<file path="src/rtl/delivery_pkg.sv">
// Shared types and default sizing for the delivery scheduler slice.
// Holds the job FSM state encoding and parameter defaults.
package delivery_pkg;

    localparam int DEF_PTR_W        = 3;
    localparam int DEF_CNT_W        = 8;
    localparam int DEF_DRAIN_READS  = 4;
    localparam int DEF_FILL_TIMEOUT = 255;

    typedef enum logic [1:0] {
        ST_IDLE,
        ST_LOAD,
        ST_DRAIN,
        ST_DONE
    } state_t;

endpackage

</file>
<file path="src/rtl/delivery_rptr_counter.sv">
// Master read pointer: wraps modulo 2^PTR_W, advances when enabled.
// Cleared only by reset so the position survives across jobs.
module delivery_rptr_counter #(
    parameter int PTR_W = 3
) (
    input  logic             clk,
    input  logic             resetn,
    input  logic             en,
    output logic [PTR_W-1:0] ptr
);

    always_ff @(posedge clk) begin
        if (!resetn) begin
            ptr <= '0;
        end else if (en) begin
            ptr <= ptr + PTR_W'(1);
        end
    end

endmodule

</file>
<file path="src/rtl/delivery_scheduler.sv">
// Delivery job scheduler: sequences LOAD/DRAIN bursts for the delivery top,
// drives the master read pointer and reports completion or fill timeout.
module delivery_scheduler
    import delivery_pkg::*;
#(
    parameter int PTR_W        = DEF_PTR_W,
    parameter int CNT_W        = DEF_CNT_W,
    parameter int DRAIN_READS  = DEF_DRAIN_READS,
    parameter int FILL_TIMEOUT = DEF_FILL_TIMEOUT
) (
    input  logic             clk,
    input  logic             resetn,
    input  logic             start,
    input  logic [CNT_W-1:0] num_bursts,
    input  logic             abort,
    input  logic             rptr_en,
    input  logic             n4_full,
    input  logic             gure,
    output logic             select,
    output logic [PTR_W-1:0] rptr_out,
    output logic             busy,
    output logic             done,
    output logic             timeout_err,
    output logic [CNT_W-1:0] burst_cnt
);

    localparam int TO_W = $clog2(FILL_TIMEOUT + 1);
    localparam int RD_W = $clog2(DRAIN_READS + 1);

    localparam logic [TO_W-1:0] TO_LAST = TO_W'(FILL_TIMEOUT - 1);
    localparam logic [RD_W-1:0] RD_LAST = RD_W'(DRAIN_READS - 1);

    state_t           state;
    state_t           state_nx;
    logic [CNT_W-1:0] nb_q;
    logic [CNT_W-1:0] nb_nx;
    logic [CNT_W-1:0] bcnt_nx;
    logic [TO_W-1:0]  to_q;
    logic [TO_W-1:0]  to_nx;
    logic [RD_W-1:0]  rd_q;
    logic [RD_W-1:0]  rd_nx;
    logic             err_nx;
    logic             done_nx;
    logic             ptr_en;

    delivery_rptr_counter #(
        .PTR_W (PTR_W)
    ) u_rptr (
        .clk    (clk),
        .resetn (resetn),
        .en     (ptr_en),
        .ptr    (rptr_out)
    );

    always_comb begin
        state_nx = state;
        nb_nx    = nb_q;
        bcnt_nx  = burst_cnt;
        to_nx    = to_q;
        rd_nx    = rd_q;
        err_nx   = timeout_err;
        ptr_en   = 1'b0;
        done_nx  = (state == ST_DONE) && !abort;

        // abort wins over every other input and freezes pointer and counts
        if (abort) begin
            state_nx = ST_IDLE;
        end else begin
            unique case (state)
                ST_IDLE: begin
                    if (start) begin
                        nb_nx    = num_bursts;
                        bcnt_nx  = '0;
                        to_nx    = '0;
                        rd_nx    = '0;
                        err_nx   = 1'b0;
                        state_nx = (num_bursts == '0) ? ST_DONE : ST_LOAD;
                    end
                end
                ST_LOAD: begin
                    ptr_en = rptr_en;
                    if (n4_full) begin
                        state_nx = ST_DRAIN;
                    end else if (to_q == TO_LAST) begin
                        err_nx   = 1'b1;
                        state_nx = ST_IDLE;
                    end else begin
                        to_nx = to_q + TO_W'(1);
                    end
                end
                ST_DRAIN: begin
                    if (gure) begin
                        if (rd_q == RD_LAST) begin
                            rd_nx    = '0;
                            to_nx    = '0;
                            bcnt_nx  = burst_cnt + CNT_W'(1);
                            state_nx = (bcnt_nx == nb_q) ? ST_DONE : ST_LOAD;
                        end else begin
                            rd_nx = rd_q + RD_W'(1);
                        end
                    end
                end
                ST_DONE: begin
                    state_nx = ST_IDLE;
                end
                default: begin
                    state_nx = ST_IDLE;
                end
            endcase
        end
    end

    always_ff @(posedge clk) begin
        if (!resetn) begin
            state       <= ST_IDLE;
            nb_q        <= '0;
            to_q        <= '0;
            rd_q        <= '0;
            burst_cnt   <= '0;
            timeout_err <= 1'b0;
            select      <= 1'b0;
            busy        <= 1'b0;
            done        <= 1'b0;
        end else begin
            state       <= state_nx;
            nb_q        <= nb_nx;
            to_q        <= to_nx;
            rd_q        <= rd_nx;
            burst_cnt   <= bcnt_nx;
            timeout_err <= err_nx;
            select      <= (state_nx == ST_LOAD);
            busy        <= (state_nx != ST_IDLE);
            done        <= done_nx;
        end
    end

endmodule
</file>
<file path="config.mk">
export PLATFORM = sky130hd
export DESIGN_NAME = delivery_scheduler
export DESIGN_NICKNAME = d
export VERILOG_FILES = /design/src/rtl/delivery_pkg.sv /design/src/rtl/delivery_rptr_counter.sv /design/src/rtl/delivery_scheduler.sv
export SDC_FILE = /design/constraint.sdc
export NUM_CORES = 1
export LEC_CHECK = 0
export ABC_AREA = 1
export BUFFER_PORTS_ARGS = -buffer_cell sky130_fd_sc_hd__buf_4
export CORE_ASPECT_RATIO = 0.9
export CORE_MARGIN = 4
export CORE_UTILIZATION = 59
export DETAILED_ROUTE_END_ITERATION = 12
export PLACE_DENSITY = 0.9
export SLEW_MARGIN = 20
export SYNTH_ARGS = -nofsm -noshare
export SYNTH_HDL_FRONTEND = slang
export SYNTH_SLANG_ARGS = --single-unit
</file>
<file path="constraint.sdc">
create_clock -name clk -period 2.63 [get_ports clk]
set_input_delay 0.263 -clock clk [delete_from_list [all_inputs] [get_ports clk]]
set_output_delay 0.263 -clock clk [all_outputs]
set_load 0.05 [all_outputs]
</file>
## After elaboration in Yosys (flattened, before gate mapping)

Index checks and enable logic that the tools add are counted.

| word-level totals | value |
|---|---|
| register bits after elaboration | 36 |
| bits of input ports | 15 |
| output and inout port bits | 15 |

| cells by class | value |
|---|---|
| add/subtract/negate cells | 4 |
| equal/unequal tests | 13 |
| mux-type cells | 28 |
| bitwise logic cells | 1 |
| reductions and logical operators | 13 |

Operators by type and width:

| operator | count |
|---|---|
| 2-to-1 mux 8 bit | 7 |
| one-hot mux 8 bit (3 select lines) | 1 |
| adder 8 x 1 -> 8 bit (second input constant) | 2 |
| 2-to-1 mux 2 bit | 8 |
| one-hot mux 8 bit (2 select lines) | 1 |
| inequality test 2 bit (second input constant) | 6 |
| AND reduction 5 bit | 2 |
| 2-to-1 mux 3 bit | 3 |
| == test 8 bit | 1 |
| == test 8 bit (second input constant) | 1 |
| zero test 8 bit | 1 |
| one-hot mux 2 bit (4 select lines) | 1 |
| AND reduction 7 bit | 1 |
| adder 3 x 1 -> 3 bit (second input constant) | 2 |
| one-hot mux 3 bit (2 select lines) | 1 |
| nonzero test 2 bit | 3 |
| 2-to-1 mux 1 bit | 5 |
| == test 2 x 1 -> 1 bit (second input constant) | 2 |
| == test 2 bit (second input constant) | 2 |
| AND reduction 4 bit | 1 |
| == test 3 x 2 -> 1 bit (second input constant) | 1 |
| AND reduction 3 bit | 1 |
| nonzero test 3 bit | 1 |
| zero test 2 bit | 1 |
| 4 further kinds | 4 |

## Depth between registers and ports, before layout

Gate-level depths: netlist of run 1.

| logic depth | value |
|---|---|
| depth after elaboration | 8 |
| mapped depth | 13 |

## By module

A second synthesis of run 1 with hierarchy kept.

| unflattened totals | value |
|---|---|
| cell total of the unflattened synthesis | 260 |
| area, all modules | 1833.0 µm² |

By module, submodules not included:

| module | times used | cells each | area each (µm²) | sequential area each (µm²) |
|---|---|---|---|---|
| delivery_scheduler | 1 | 244 | 1711.6 | 660.6 |
| delivery_rptr_counter | 1 | 16 | 121.4 | 60.1 |

## Worst setup path after synthesis of run 1

OpenSTA, ideal clock, no wires.

| path | value |
|---|---|
| path kind | flip-flop to flip-flop |
| start | register burst_cnt[1] |
| end | register busy |
| library setup time | 0.058 ns |
| arrival time | 1.815 ns |
| required time | 2.572 ns |
| slack | 0.757 ns |
| cell stages (with the launch flop) | 12 |
| cell sequence | dfxtp_1 -> ha_1 -> nand2_1 -> o21ai_0 -> nand2_1 -> nand2_1 -> nand3_1 -> nor2_1 -> nand3_1 -> nand2_1 -> nand3_1 -> nand2_1 |

| on the way | value |
|---|---|
| longest elaborated chain between the ends | 8 |

Ends and longest elaborated chain:

| element | RTL line | RTL |
|---|---|---|
| start: declaration | delivery_scheduler.sv:24 | `output logic [CNT_W-1:0] burst_cnt` |
| start signal: assignment | delivery_scheduler.sv:129 | `burst_cnt <= bcnt_nx;` |
| adder 8 x 1 -> 8 bit | delivery_scheduler.sv:96 | `bcnt_nx = burst_cnt + CNT_W'(1);` |
| == test 8 bit | delivery_scheduler.sv:97 | `state_nx = (bcnt_nx == nb_q) ? ST_DONE : ST_LOAD;` |
| 2-to-1 mux 2 bit | delivery_scheduler.sv:97 |  |
| 2-to-1 mux 2 bit | delivery_scheduler.sv:93 | `if (rd_q == RD_LAST) begin` |
| 2-to-1 mux 2 bit | delivery_scheduler.sv:92 | `if (gure) begin` |
| one-hot mux 2 bit (4 select lines) | delivery_scheduler.sv:69 | `unique case (state)` |
| 2-to-1 mux 2 bit | delivery_scheduler.sv:66 | `if (abort) begin` |
| nonzero test 2 bit | delivery_scheduler.sv:132 | `busy <= (state_nx != ST_IDLE);` |
| end signal: assignment | delivery_scheduler.sv:132 |  |
| end: declaration | delivery_scheduler.sv:21 | `output logic busy,` |

Every way passes these cells.
A chain may end at the register's enable or synchronous reset.

## Worst setup path after layout of run 1

Same ends and word-level chain as after synthesis.

==> results of run 1 <==
-- synthesized netlist by cell type (all sizes together) (2+ instances only) --
master  number
a31oi        2
nor3         4
nor4         2
nand3       24
inv         42
a21oi       23
nor2        35
buf          3
xor2         2
nand2       73
nor3b        2
nand4        4
ha           5
dfxtp       36
o21ai       21
-- final timing paths --
check	to	slack, ps
worst max-delay path	busy	870
worst min-delay path	done	110
worst max register to register	busy	870
worst min register to register	u_rptr.ptr[2]	470
-- state kept, by name, summed over array words and instances, names as in the netlist --
signal / cells
rd_q: 3
done: 1
nb_q: 8
busy: 1
state: 2
burst_cnt: 8
timeout_err: 1
u_rptr.ptr: 3
to_q: 8
select: 1
-- cells by family after synthesis --
family,count (synthesis)
AOI/OAI and AO/OA,47
xor gates and xnor gates,2
adders and majority gates,5
buffers and inverters,46
DFF,36
and+or+nand+nor,145
-- power by group --
| part | switching, uW | internal [uW] | leakage, uW |
|---|---|---|---|
| combinational | 97.9 | 50.6 | 0.000686 |
| clock | 192 | 199 | 0.0000422 |
| sequential | 12.9 | 564 | 0.000293 |
-- placed cells by master, fill, tap and decap left out --
master	Yosys	routed
clkbuf_4	0	5
nor2_2	1	1
clkinv_1	1	1
nor3b_1	1	1
clkinv_2	0	1
o21ai_1	4	4
o21ai_0	16	16
bufinv_16	0	1
a31oi_1	2	2
nor4_1	2	2
nand3_1	24	24
nand2_4	3	3
buf_4	0	29
inv_4	1	1
a21oi_2	3	3
nand3b_1	1	1
nand4_1	4	4
nor3_1	4	4
nand2_2	4	4
o211a_1	1	1
nor2_4	1	1
a21oi_1	20	20
dfxtp_1	36	36
clkbuf_1	0	1
nand2_1	66	66
inv_2	2	2
ha_1	5	5
o21ai_2	1	1
nor3b_2	1	1
xor2_1	2	2
inv_1	39	39
nor2_1	33	33
-- metal layers --
layer	up-vias	global-route usage
met5	-	0
met4	0	0.0954
met3	11	0.0468
met2	76	0.390
met1	831	0.269
li1	970	-
-- metrics by stage --
step           cells  utilization
2_1_floorplan    281            -
3_3_place_gp     349        0.700
3_5_place_dp     349        0.700
4_1_cts          357        0.725
5_1_grt          357        0.725
6_report         357        0.725
-- area by class of cell --
type / instances / area, um^2
well taps: 42 / 52.6
multi-input cells: 199 / 991
repair buffers: 29 / 218
clock inverters: 2 / 35.0
clock buffers: 6 / 41.3
fillers: 246 / 845
inverters: 43 / 164
flip-flops and latches: 36 / 721
==> run metrics, run 1 <==
Cell Area, Synth 0.00189 mm^2; Port Buf Inserts 29; Synth Area in XOR/XNOR 0.00927; adder-cell area share of the yosys netlist 0.0331; Mapped Cells 281; largest family of logic cells by synthesized area simple AND/OR/NAND/NOR gates; nets@finish 334; fin crit period 1760 ps; Synth area leaders dfxtp_1 38%, nand2_1 13%, inv_1 7.7%, nor2_1 6.6%, nand3_1 6.4%; Syn Nets 301; CTS sink count 36; Skew-Pair Late Insertion Delay 350 ps; vias after detailed routing 1,888; Critical R2R Launch burst_cnt[1]; via/cell ratio 5.29; postcts setup bufs 0; cell row count 19; Max Slew Vio Count 0; initial antenna violation count 0; top_reg_cell synth dfxtp_1; share of cells above drive strength 1 0.168; Leakage 0.00102 uW; hold depth 2; worst setup margin 873 ps; Critical Path Most Common Cell nand2_1; Worst path slowest cell dfxtp_1; Avg Synthesized Cell Area 6.73 um^2; Crit path buffers/inverters 0; Max Clock Skew 17.6 ps; total CTS buffers 5; Setup TNS 0 ps; CP max stage delay 420 ps; Die Area 0.00418 mm^2; Setup Viol. Count Final 0; worst r2r path cells 11; Netlist cell types 28; crit path DAT 2050 ps; hold buffers post-CTS 0; total track usage 0.224; CP top delay family simple AND/OR/NAND/NOR gates; TritonCTS clock tree built; leading area contributor after synthesis dfxtp_1; Detailed Place HPWL 3.28 mm; Max Root-Sink Buffers 2; Setup WS pre-CTS 923 ps; M1 WL 1.79 mm; Syn. warnings 0; worst-margin pin slew 349 ps; Area after DPL 0.00215 mm^2; Yosys top cell area share 0.381; Worst Hold Launch abort; clock slew at reported path FFs 120 ps; Initial Utilization 0.616; PwrDens 503 mW/mm^2; core area 0.00307 mm^2; ANT nets after route 0; sequential fraction of the synthesis area 0.381; GPL Wtd Cong 0.824; H-tree levels 2; number of synthesized flops with an enable pin 0; compound-cell area share of the yosys netlist 0.136; Hold Crit Class input port to flop; initial DRC count 121; Tot Pwr 1120 uW; GR Overflow Total 0; routed wire length 4.32 mm; Ports 30; Critical Path RT 2930 ps; Antenna Cells 0; Rel. slew slack 0.765; DRC 0; WHS 106 ps; Worst setup EP type flop; critical path fanouts, max 5; RSZ-0062 raised after global routing no; #FFs+latches synth 36; cts repair resizes 0; vias in the first global route 1,630; clock root cell clkbuf_4; average wire per standard cell 12.1 um; Final Hold Vio Count 0; outcome finished, final reports clean; fin crit share 0.668; first-pass GRT wire length 6.93 mm; Crit. Startpoint burst_cnt[1]; Max Used Layer met4; Final Instance Area 0.00222 mm^2; maximum vdd drop 463 uV; critical path depth 11; critical path class flop to flop; die span in y 61.7 um; DRT Pass-1 Iters 4; simple-gate share of the synthesized area 0.345; metal2 WL 2.10 mm; Max Freq 569 MHz; P&R area growth vs syn 17.5%; critical-path cell list ha_1, nand2_1, o21ai_0, nand2_1, nand2_1, nand3_1, nor2_1, nand3_1, nand2_1, nand3_1, nand2_1; largest net degree at the start of global routing 23; met3 WL post-DR 353 um; fraction of synthesized area in multiplexers 0; Critical Path Source Type flop; ys async rst share 0; Max Cap Violations 0; chip width 67.7 um
Power figures use the tool's default switching activity.
==> run 2, diff against run 1 <==
--- a/config.mk
+++ b/config.mk
@@ -5,13 +5,13 @@
 export SDC_FILE = /design/constraint.sdc
 export NUM_CORES = 1
 export LEC_CHECK = 0
-export ABC_AREA = 1
+export ABC_AREA = 0
 export BUFFER_PORTS_ARGS = -buffer_cell sky130_fd_sc_hd__buf_4
 export CORE_ASPECT_RATIO = 0.9
 export CORE_MARGIN = 4
-export CORE_UTILIZATION = 59
+export CORE_UTILIZATION = 56
 export DETAILED_ROUTE_END_ITERATION = 12
-export PLACE_DENSITY = 0.9
+export PLACE_DENSITY = 0.86
 export SLEW_MARGIN = 20
 export SYNTH_ARGS = -nofsm -noshare
 export SYNTH_HDL_FRONTEND = slang
==> constraint.sdc (replaced) <==
create_clock -name clk -period 1.8 [get_ports clk]
set_input_delay 0.18 -clock clk [delete_from_list [all_inputs] [get_ports clk]]
set_output_delay 0.18 -clock clk [all_outputs]
set_load 0.05 [all_outputs]
==> run 2 against run 1 <==
  * Wire length grew 0.81%
  * Largest cell class unchanged
  * Global-route usage shrank 1.4 points
  * Critical path depth decreased by 4
  * Sequential power grew 44%
  * Die area rose by 4.6%
  * Flip-flop and latch count did not move
  * Combinational power increased by 51%
  * Final cell count decreased by 10%
  * Worst setup slack got worse by 830 ps
  * Total power is 42% higher
==> run metrics, run 2 <==
outcome finished, final reports clean; DRT Pass-1 Iters 4; Rel. slew slack 0.698; number of synthesized flops with an enable pin 0; initial antenna violation count 0; Skew-Pair Late Insertion Delay 290 ps; Critical Path Source Type flop; crit path DAT 1940 ps; via/cell ratio 5.63; Critical Path RT 1980 ps; Leakage 0.000975 uW; total CTS buffers 5; core area 0.00314 mm^2; GPL Wtd Cong 0.882; cell row count 19; routed wire length 4.35 mm; Ports 30; Top Registers burst_cnt (8), nb_q (8), to_q (8); Crit path buffers/inverters 1; Yosys top cell area share 0.381; maximum vdd drop 769 uV; hold depth 3; clock root cell clkbuf_8; utilization after layout 0.770; sequential fraction of the synthesis area 0.381; Die Area 0.00437 mm^2; nets@finish 299; vias after detailed routing 1,806; Mapped Cells 231; WHS 151 ps; Max Clock Skew 6.55 ps; Hold Crit Class input port to flop; Max Root-Sink Buffers 2; initial DRC count 191; Syn Nets 251; Netlist cell types 49; leading area contributor after synthesis dfxtp_1; ANT nets after route 0; largest net degree at the start of global routing 17; P&R area growth vs syn 27.9%; CP max stage delay 440 ps; Max Cap Violations 0; Worst setup EP type flop; first-pass GRT wire length 7.45 mm; CP top delay family compound AO/OA/AOI/OAI gates; Worst Hold Endpoint nb_q[2]; Initial Utilization 0.602; area of the multi-input gates 0.00116 mm^2; die span in y 63.1 um; chip width 69.2 um; critical path class flop to flop; ys async rst share 0; DRC 0; critical-path cell list inv_2, ha_2, and2_4, a311o_2, a21oi_4, mux2i_1, nor2_1; critical path fanouts, max 6; Cell Area, Synth 0.00189 mm^2; Max Freq 569 MHz; Commonest cells post-synth 36 x dfxtp_1, 28 x nor2_1, 27 x nand2_1; Detailed Place HPWL 3.24 mm; Worst path slowest cell a311o_2; most frequent cells in the layout 48 x buf_4, 31 x dfxtp_1, 27 x nor2_1, 27 x nand2_1, 17 x a21oi_1; Setup Viol. Count Final 0; worst-margin pin slew 453 ps; TritonCTS clock tree built; average wire per standard cell 13.6 um; RSZ-0062 raised after global routing yes; top_reg_cell synth dfxtp_1; Syn. warnings 0; Worst Hold Launch num_bursts[2]; FF-to-FF End to_q[1]; most frequent cell after synthesis dfxtp_1; total track usage 0.210; CTS sink count 36; #FFs+latches synth 36; Final Hold Vio Count 0; vias in the first global route 1,617; Port Buf Inserts 29; GR Overflow Total 0; most common cell after layout, fill and taps aside buf_4; Critical R2R Launch to_q[0]; Antenna Cells 0; Sequential cell area 727 um^2; worst r2r path cells 7; Synth area leaders dfxtp_1 38%, nor2_1 5.6%, nand2_1 5.4%, a21oi_1 5.3%, xnor2_1 3.7%; Max Slew Vio Count 0; # fillers 233; share of cells above drive strength 1 0.283; fin crit period 1760 ps; clock slew at reported path FFs 70 ps; Avg Synthesized Cell Area 8.18 um^2; PwrDens 656 mW/mm^2; worst reg2reg setup slack 40 ps; H-tree levels 2; fin crit share 0.976
==> run 2: layer usage <==
layer	wire length [um]	GRT usage	share of wire	up-vias
li1	-	-	-	916
met1	2080	0.288	0.48	819
met2	1920	0.317	0.44	63
met3	277	0.0541	0.064	8
met4	78	0.0756	0.018	0
met5	0	0	0	-
==> run 2: how the worst max path moves through the flow <==
stage / slack, ps / depth (start not counted) / to / start
finish: 40 / 7 / to_q[1] / to_q[0]
global route: -40 / 7 / to_q[6] / to_q[0]
CTS: 40 / 7 / to_q[1] / to_q[0]
detailed placement: 2 / 7 / to_q[1] / to_q[0]
global placement: 30 / 5 / burst_cnt[7] / rd_q[0]
floorplan: -20 / 5 / select / burst_cnt[2]
==> run 2: worst reg2reg max path, cell delays in order, from the launching register on <==
cell and delay [ps]:
dfxtp_2 330, inv_2 30, ha_2 170, and2_4 130, a311o_2 440, a21oi_4 250
mux2i_1 230, nor2_1 60
==> run 2: cells by family after synthesis <==
group           after synthesis  synth area share
compound gates               51             0.174
xor+xnor                     12            0.0556
fa+ha+maj                     5            0.0331
buf+inv                      16            0.0331
flops                        36             0.381
mux                           5            0.0265
simple gates                106             0.296
==> run 2: final cells by class <==
cell class                      count  area share
Multi-Input combinational cell    179       0.482
Timing Repair Buffer               48       0.149
Clock inverter                      1     0.00207
Sequential cell                    36       0.301
Clock buffer                        6      0.0300
Inverter                            9      0.0140
Tap cell                           42      0.0218
==> run 2: where the power goes <==
group          internal [uW]  switching [uW]
sequential               816            16.3
clock                    263             264
combinational           94.7             130
==> run 2: through the flow <==
step	setup TNS [ps]	instances	cell area (um^2)	total power, uW	setup WS (ps)
2_1_floorplan	-21.6	231	1910	980	-21.6
3_3_place_gp	0	313	2280	1060	27.7
3_5_place_dp	0	313	2280	1060	1.74
4_1_cts	0	320	2380	1590	35.8
5_1_grt	-152	321	2420	1660	-40.0
6_report	0	321	2420	1580	43.9
==> run 2: timing repair <==
| item | 4_1_cts | 5_1_grt |
|---|---|---|
| endpoints found under the setup margin | 6 | 15 |
| buffers inserted | 0 | 1 |
| resized for setup | 3 | 11 |
| hold buffers | 0 | 0 |
| pin swaps | 0 | 5 |
| hold endpoints to repair | 0 | 0 |
==> run 3, diff against run 2 <==
--- a/config.mk
+++ b/config.mk
@@ -9,10 +9,11 @@
 export BUFFER_PORTS_ARGS = -buffer_cell sky130_fd_sc_hd__buf_4
 export CORE_ASPECT_RATIO = 0.9
 export CORE_MARGIN = 4
-export CORE_UTILIZATION = 56
+export CORE_UTILIZATION = 59
 export DETAILED_ROUTE_END_ITERATION = 12
-export PLACE_DENSITY = 0.86
+export PLACE_DENSITY_LB_ADDON = 0.12
 export SLEW_MARGIN = 20
 export SYNTH_ARGS = -nofsm -noshare
 export SYNTH_HDL_FRONTEND = slang
+export SYNTH_HIERARCHICAL = 1
 export SYNTH_SLANG_ARGS = --single-unit
==> constraint.sdc (replaced) <==
create_clock -name clk -period 2.1 [get_ports clk]
set_input_delay 0.21 -clock clk [delete_from_list [all_inputs] [get_ports clk]]
set_output_delay 0.21 -clock clk [all_outputs]
set_load 0.05 [all_outputs]
==> run 3 against run 2 <==
  * Fmax is 11% lower
  * Critical endpoint is now select
  * Die area shrank 3.9%
  * Core utilization down 3.8 points
  * Via count decreased by 5.5%
  * Combinational power down 30%
  * Critical path depth fell by 1
  * Sequential power is 15% lower
  * Largest power group unchanged
  * Worst hold slack lost 24 ps
  * Area after synthesis increased by 0.66%
  * Wire length down 8.4%
==> run metrics, run 3 <==
outcome finished, final reports clean; DRC 0; Setup Viol. Count Final 0; worst reg2reg setup slack 120 ps; Critical R2R Launch burst_cnt[0]; most common cell after layout, fill and taps aside nand2_1; total CTS buffers 5; Final Hold Vio Count 0; Final Instance Area 0.00224 mm^2; vias in the first global route 1,420; Commonest cells post-synth 39 x nand2_1, 36 x dfxtp_1, 17 x a21boi_0; average wire per standard cell 13.2 um; initial antenna violation count 0; routed wire length 3.99 mm; top_reg_cell synth dfxtp_1; H-tree levels 2; Detailed Place HPWL 2.94 mm; hold buffers post-CTS 0; core area 0.00307 mm^2; postcts setup bufs 0; Critical Path RT 2340 ps; clock root cell clkbuf_4; Die Area 0.00420 mm^2; Critical Path Source Type flop; Port Buf Inserts 29; Area after DPL 0.00218 mm^2; TritonCTS clock tree built; Worst Hold Launch num_bursts[6]; chip width 67.8 um; largest net degree at the start of global routing 28; die span in y 61.9 um; number of synthesized flops with an enable pin 0; critical path class flop to flop; GPL Wtd Cong 0.915; P&R area growth vs syn 18.0%; Max Root-Sink Buffers 2; Avg Synthesized Cell Area 8.45 um^2; Max Freq 504 MHz; Ports 30; CTS sink count 36; fin crit period 1980 ps; Hold Crit Class input port to flop; initial DRC count 83; Initial Utilization 0.620; Yosys top cell area share 0.379; clock slew at reported path FFs 100 ps; #FFs+latches synth 36; DRT Pass-1 Iters 4; crit path DAT 2220 ps; Netlist cell types 41; Rel. slew slack 0.653; cell row count 19; fin crit share 0.944; leading area contributor after synthesis dfxtp_1; Tot Pwr 1210 uW; sequential fraction of the synthesis area 0.379; Cell Area, Synth 0.00190 mm^2; first-pass GRT wire length 6.37 mm; ys async rst share 0; Syn Nets 245; Worst setup EP type flop; Top Registers burst_cnt (8), nb_q (8), to_q (8); Mapped Cells 225; ANT nets after route 0; Max Cap Violations 0; worst r2r path cells 6; WHS 126 ps; vias after detailed routing 1,707; Syn. warnings 6; Skew-Pair Late Insertion Delay 330 ps; most frequent cells in the layout 39 x nand2_1, 36 x buf_4, 34 x dfxtp_1, 17 x a21boi_0, 13 x a21oi_1; share of cells above drive strength 1 0.205; PwrDens 538 mW/mm^2; Synth area leaders dfxtp_1 38%, nand2_1 7.7%, a21boi_0 6.7%, xnor2_1 4.1%, a21oi_1 3.4%; critical path fanouts, max 6; Antenna Cells 0; GR Overflow Total 0; FF-to-FF End select; most frequent cell after synthesis nand2_1; # fillers 257; nets@finish 279; Max Slew Vio Count 0; total track usage 0.202; via/cell ratio 5.67; hold depth 3; maximum vdd drop 422 uV; worst-margin pin slew 520 ps; Worst Hold Endpoint nb_q[6]; Leakage 0.000846 uW; Max Clock Skew 8.44 ps
==> run 3: cell types whose count changed after synthesis, moves of 3 or more <==
cell      previous run  this run
a21boi_0             0        17
a211o_1              3         0
nor2_1              28         7
nand2b_1             4         7
a21oi_1             20        13
inv_1                8         5
o21ai_0             10         6
and3_1               3         0
nand2_1             27        39
or3_1                3         7
==> run 3: cell type report <==
cell class	instances	area [um^2]	share of cell area
clock inverter	1	5.00	0.00223
sequential	36	723	0.322
inverter	5	18.8	0.00837
clock buffer	6	41.3	0.0184
multi-input combinational	175	1130	0.505
timing repair buffer	36	270	0.120
tap	42	52.6	0.0234
==> run 3: worst max path at each step <==
stage,endpoint,cells after the start,slack (ps),start
final,select,6,120,burst_cnt[0]
after detailed placement,to_q[7],5,130,state[1]
after global routing,to_q[5],6,-10,rd_q[0]
after global placement,select,6,160,burst_cnt[0]
after floorplan,select,6,80,burst_cnt[0]
after CTS,to_q[5],5,80,state[1]
==> run 3: timing repair <==
| item | in CTS | in global routing |
|---|---|---|
| resized for setup | 0 | 2 |
| setup endpoints to repair | 0 | 2 |
| endpoints found under the hold margin | 0 | 0 |
==> run 3: power by group <==
part | switching (uW) | internal, uW
sequential | 12.3 | 697
clock | 218 | 123
combinational | 90.1 | 66.5
==> run 3: layer usage <==
metal  global-route usage  vias to the layer above  routed length, um
li1                     -                      866                  -
met1                0.261                      781               1860
met2                0.330                       53               1830
met3               0.0522                        7                238
met4               0.0737                        0                 53
met5                    0                        -                  0
==> run 3: critical path: stages (launching register included) <==
cell and delay (ps):
dfxtp_2 380, ha_1 280, and2_1 190, o21ai_0 170
nand4_1 120, or4_1 530, o211a_1 220
==> run 3: cell families (layout without fill, tap and decap cells) <==
kind of cell	after synthesis	count (layout)	share of synthesized area
adders and majority gates	5	5	0.0329
muxes	4	4	0.0211
DFF	36	36	0.379
buffers and inverters	14	48	0.0322
and+or+nand+nor	99	99	0.270
AOI/OAI and AO/OA	52	52	0.196
xor gates and xnor gates	15	15	0.0691
==> run 3: stage by stage <==
step / TNS (ps) / worst slack, ps / std cells / utilization
floorplan: 0 / 82.5 / 225 / -
global placement: 0 / 163 / 294 / 0.712
detailed placement: 0 / 129 / 294 / 0.712
CTS: 0 / 80.9 / 301 / 0.727
global route: -32.3 / -12.8 / 301 / 0.732
finish: 0 / 118 / 301 / 0.732
